[config.mk]
export PLATFORM = sky130hd
export DESIGN_NAME = pp_piarb_rr_arb
export DESIGN_NICKNAME = d
export VERILOG_FILES = /design/src/rtl/pp_piarb_rr_arb.sv
export SDC_FILE = /design/constraint.sdc
export NUM_CORES = 1
export LEC_CHECK = 0
export BUFFER_PORTS_ARGS = -buffer_cell sky130_fd_sc_hd__buf_2
export CORE_AREA = 2 2 120 122
export CTS_CLUSTER_SIZE = 30
export DETAILED_ROUTE_END_ITERATION = 6
export DIE_AREA = 0 0 122 124
export HOLD_SLACK_MARGIN = 0.1
export PLACE_DENSITY = 0.6
export REMOVE_ABC_BUFFERS = 1
export SLEW_MARGIN = 20
export SYNTH_ARGS = -nofsm -noshare
export SYNTH_HDL_FRONTEND = slang
export SYNTH_SLANG_ARGS = --single-unit
[constraint.sdc]
create_clock -name clk_i -period 1.99 [get_ports clk_i]
set_input_delay 0.398 -clock clk_i [delete_from_list [all_inputs] [get_ports clk_i]]
set_output_delay 0.398 -clock clk_i [all_outputs]
set_load 0.01 [all_outputs]
[src/rtl/pp_piarb_rr_arb.sv]
// Round-robin pop arbiter over NUM_PP show-ahead parser metadata FIFOs, with a registered valid/ready output.
// Optional per-source grant counters are built when PIARB_STATS_EN is defined; otherwise stat_cnt_o is tied to 0.
module pp_piarb_rr_arb #(
    parameter int NUM_PP     = 4,
    parameter int SRC_NBITS  = 2,
    parameter int STAT_NBITS = 32,
    parameter int META_W     = 32
) (
    input  logic                         clk_i,
    input  logic                         rst_i,
    input  logic [NUM_PP-1:0]            fifo_empty_i,
    input  logic [NUM_PP*META_W-1:0]     fifo_dout_i,
    output logic [NUM_PP-1:0]            fifo_rd_o,
    input  logic [NUM_PP-1:0]            src_en_i,
    input  logic                         out_ready_i,
    output logic                         out_valid_o,
    output logic [META_W-1:0]            out_meta_o,
    output logic [SRC_NBITS-1:0]         out_src_o,
    output logic [NUM_PP*STAT_NBITS-1:0] stat_cnt_o
);
    localparam int IDXW = SRC_NBITS + 1;

    logic [NUM_PP-1:0]    req;
    logic                 load;
    logic                 win_found;
    logic [SRC_NBITS-1:0] win_idx;
    logic [IDXW-1:0]      cand;
    logic                 grant;

    logic                 out_valid_q, out_valid_d;
    logic [META_W-1:0]    out_meta_q,  out_meta_d;
    logic [SRC_NBITS-1:0] out_src_q,   out_src_d;
    logic [SRC_NBITS-1:0] rr_ptr_q,    rr_ptr_d;

    assign req   = ~fifo_empty_i & src_en_i;
    assign load  = ~out_valid_q | out_ready_i;
    assign grant = load & win_found & ~rst_i;

    // Search starts at rr_ptr and wraps modulo NUM_PP, so non-power-of-2 counts never index past the last source.
    always_comb begin
        win_found = 1'b0;
        win_idx   = '0;
        cand      = '0;
        for (int k = 0; k < NUM_PP; k++) begin
            cand = {1'b0, rr_ptr_q} + IDXW'(k);
            if (cand >= IDXW'(NUM_PP))
                cand = cand - IDXW'(NUM_PP);
            if (!win_found && req[cand[SRC_NBITS-1:0]]) begin
                win_found = 1'b1;
                win_idx   = cand[SRC_NBITS-1:0];
            end
        end
    end

    always_comb begin
        fifo_rd_o = '0;
        if (grant)
            fifo_rd_o[win_idx] = 1'b1;
    end

    always_comb begin
        out_valid_d = out_valid_q;
        out_meta_d  = out_meta_q;
        out_src_d   = out_src_q;
        rr_ptr_d    = rr_ptr_q;
        if (load) begin
            out_valid_d = win_found;
            if (win_found) begin
                out_meta_d = fifo_dout_i[int'(win_idx)*META_W +: META_W];
                out_src_d  = win_idx;
                rr_ptr_d   = (win_idx == SRC_NBITS'(NUM_PP-1)) ? '0 : win_idx + SRC_NBITS'(1);
            end
        end
    end

    always_ff @(posedge clk_i or posedge rst_i) begin
        if (rst_i) begin
            out_valid_q <= 1'b0;
            out_meta_q  <= '0;
            out_src_q   <= '0;
            rr_ptr_q    <= '0;
        end else begin
            out_valid_q <= out_valid_d;
            out_meta_q  <= out_meta_d;
            out_src_q   <= out_src_d;
            rr_ptr_q    <= rr_ptr_d;
        end
    end

    assign out_valid_o = out_valid_q;
    assign out_meta_o  = out_meta_q;
    assign out_src_o   = out_src_q;

`ifdef PIARB_STATS_EN
    logic [STAT_NBITS-1:0] stat_q [NUM_PP];

    always_ff @(posedge clk_i or posedge rst_i) begin
        if (rst_i) begin
            for (int i = 0; i < NUM_PP; i++)
                stat_q[i] <= '0;
        end else begin
            for (int i = 0; i < NUM_PP; i++)
                if (fifo_rd_o[i])
                    stat_q[i] <= stat_q[i] + STAT_NBITS'(1);
        end
    end

    always_comb begin
        stat_cnt_o = '0;
        for (int i = 0; i < NUM_PP; i++)
            stat_cnt_o[i*STAT_NBITS +: STAT_NBITS] = stat_q[i];
    end
`else
    assign stat_cnt_o = '0;
`endif

`ifndef SYNTHESIS
    // Pop sanity: at most one pop per cycle and never from an empty FIFO.
    always_comb begin
        if (!rst_i) begin
            assert ($onehot0(fifo_rd_o));
            assert ((fifo_rd_o & fifo_empty_i) == '0);
        end
    end
`endif
endmodule

==> flow_summary.toml <==
[run_status]
outcome = "finished, violations left"
violations = "negative setup slack"

[clocking]
path_clk_slew_ps = 60
numCtsBuffers = 5
cts_sinks = 37
cts_hold_buf = 0
cts-htree-levels = 2
cts-root-buf = "clkbuf_16"
cts_tree = "yes"
clk_latency_ps = 270
clock_path_buffers = 2

[cells_and_area]
multi_input_area_um2 = 2080
fin_nets = 679
fill_cells = 1454
diodes = 0
layout-drive-gt1-share = 0.494
design_area_um2 = 4560
regArea_um2 = 926
syn_to_final_growth_pct = 29.4
instances_no_fill = 719

[synthesis]
syn_avg_cell_area_um2 = 10.0
synth_edf_count = 0
yosys.area_share.simple = 0.0724
synth-compound-area-share = 0.150
synthesis.area_um2 = 3520
synth_fa_ha_area_frac = 0.00710
yosysMostFrequentCell = "buf_4"
synth_warnings = 0
synth_top_area_cell = "buf_4"
synth_top_area_share = 0.279
synth_xor_area_frac = 0
yosys-top-cells-count = "buf_4, mux2i_1, dfrtp_1, nand2_1, o221ai_2"
ys_ff_latch = 37
synth_top_family_by_area = "buffers and inverters"
synthMuxAreaShare = 0.185
synthCells = 352
synth_cell_types = 29
yosys-top-cells-area = "buf_4, dfrtp_1, mux2i_1"
synthArstFlopShare = 1.00
synth_seq_area_share = 0.263
synthFlopType = "dfrtp_1"

[drt]
first_pass_iters = 4
drt_iter0_drc = 24
drcViolationCount = 0
wl_per_cell_um = 12.3
routed_wl_um = 8860
via_per_inst = 3.87
vias = 2783
antenna_left = 0

[floorplan]
fp.dieH_um = 124
initial_core_util = 0.257
dieArea_um2 = 15100
ios = 306
rows = 43
die_x_um = 122
core_um2 = 13700

[setup_path]
worstSetupPathType = "reg -> out"
cp.required_ps = 1590
start_kind = "register"
worstPathArrival_ps = 1710
r2r_start = "rr_ptr_q[0]$_DFFE_PP0P_"
ff2ff_path_depth = 7
cp-end-kind = "output port"
reg2reg_slack_ps = 150
reg2reg_to = "out_meta_o[29]$_DFFE_PP0P_"
crit_fanout = 5

[timing]
clock.fmax_mhz = 475
finalSetupViolCount = 4
rsz0062_at_grt = "true"
final-max-slew-violation-count = 0
setup_ws_ps = -115
fin_crit_sh = 1.06
min_period_ps = 2100
hold_viol = 0
skew_ps = 3.83

[global_routing]
grtUsageTotal = 0.101
grt_start_max_net_pins = 38
antenna_found_initial = 0
grt_pass1_vias = 2549
grt_pass1_wl_um = 12000
grt-ovfl-total = 0

[place]
place_area_um2 = 4240
hpwlAfterDp_um = 7000
dp.cells = 707
io_buffers = 177
gp_congestion = 0.744

[pwr]
power_density_nw_per_um2 = 876
peakVddDrop_mv = 0.427
cellLeakagePower_nw = 2.55

[run]
maxCapViolCount = 0

[min_path]
hold_path.class = "in -> async"
## sequential cells by signal (all words and copies together) (netlist names)
name,cells
out_valid_o,1
rr_ptr_q,2
out_meta_o,32
out_src_o,2
## through the flow
stage                     setup WS, ps  utilization  hold WS (ps)  power, mW  TNS, ps
after global placement            -147        0.309           457       3.04    -1490
after floorplan                  -4690            -           515       2.37  -166200
after CTS                         -117        0.323           303       3.92     -373
after detailed placement          -134        0.309           462       3.06    -1740
after global routing              -248        0.333           349       4.29     -829
final                             -115        0.333           295       4.00     -343
## worst max-delay path by stage
stage / from / endpoint
floorplan: fifo_empty_i[0] / fifo_rd_o[2]
global placement: fifo_empty_i[1] / fifo_rd_o[3]
detailed placement: fifo_empty_i[1] / fifo_rd_o[3]
CTS: rr_ptr_q[0]$_DFFE_PP0P_ / fifo_rd_o[3]
global route: rr_ptr_q[0]$_DFFE_PP0P_ / fifo_rd_o[2]
finish: rr_ptr_q[0]$_DFFE_PP0P_ / fifo_rd_o[2]
## routing by layer
metal,vias to the layer above,track usage,wire (µm),share of wire
met4,0,0.0237,68,0.0077
li1,1343,-,-,-
met3,7,0.0206,737,0.083
met5,-,0,0,0
met2,159,0.197,4850,0.55
met1,1274,0.111,3210,0.36
## power by group
| group | internal [mW] | leakage (nW) | switching, mW | total, mW |
|---|---|---|---|---|
| clock | 0.466 | 0.0652 | 0.297 | 0.763 |
| combinational | 1.01 | 2.04 | 1.09 | 2.10 |
| sequential | 1.00 | 0.452 | 0.134 | 1.13 |
## layout make-up
type | instances | share of cell area
well taps | 180 | 0.0494
flip-flops and latches | 37 | 0.203
repair buffers | 201 | 0.259
clock buffers | 8 | 0.0299
multi-input cells | 289 | 0.456
inverters | 4 | 0.00329
## cells in the final DEF (no fill, tap or decap), types with 3 or more instances in the layout
| cell type | instances |
|---|---|
| nor3b_2 | 3 |
| o221ai_2 | 30 |
| buf_2 | 177 |
| clkbuf_16 | 7 |
| dfrtp_1 | 37 |
| nor2b_2 | 3 |
| buf_4 | 15 |
| mux2i_1 | 55 |
| clkbuf_1 | 3 |
| inv_2 | 4 |
| mux2i_4 | 5 |
| nand2_1 | 37 |
| mux2i_2 | 4 |
| buf_12 | 6 |
| conb_1 | 128 |
## logic make-up after synthesis
family / after synthesis
AOI/OAI and AO/OA: 40
adders and majority gates: 2
buffers and inverters: 153
DFF: 37
muxes: 65
other: 1
and+or+nand+nor: 54
## worst max-delay path, stage by stage (launching register included)
cell and delay, ps:
dfrtp_1 410, nor3b_2 220, a211oi_2 70, o22ai_4 180
ha_2 220, nor3b_2 160, buf_2 160
## timing repair
item,CTS,global route
gates resized for setup,9,15
pin swaps,5,3
setup buffers,2,0
setup endpoints to repair,4,14
cloned,0,3
Note: power is estimated with default switching activity, not from simulation.
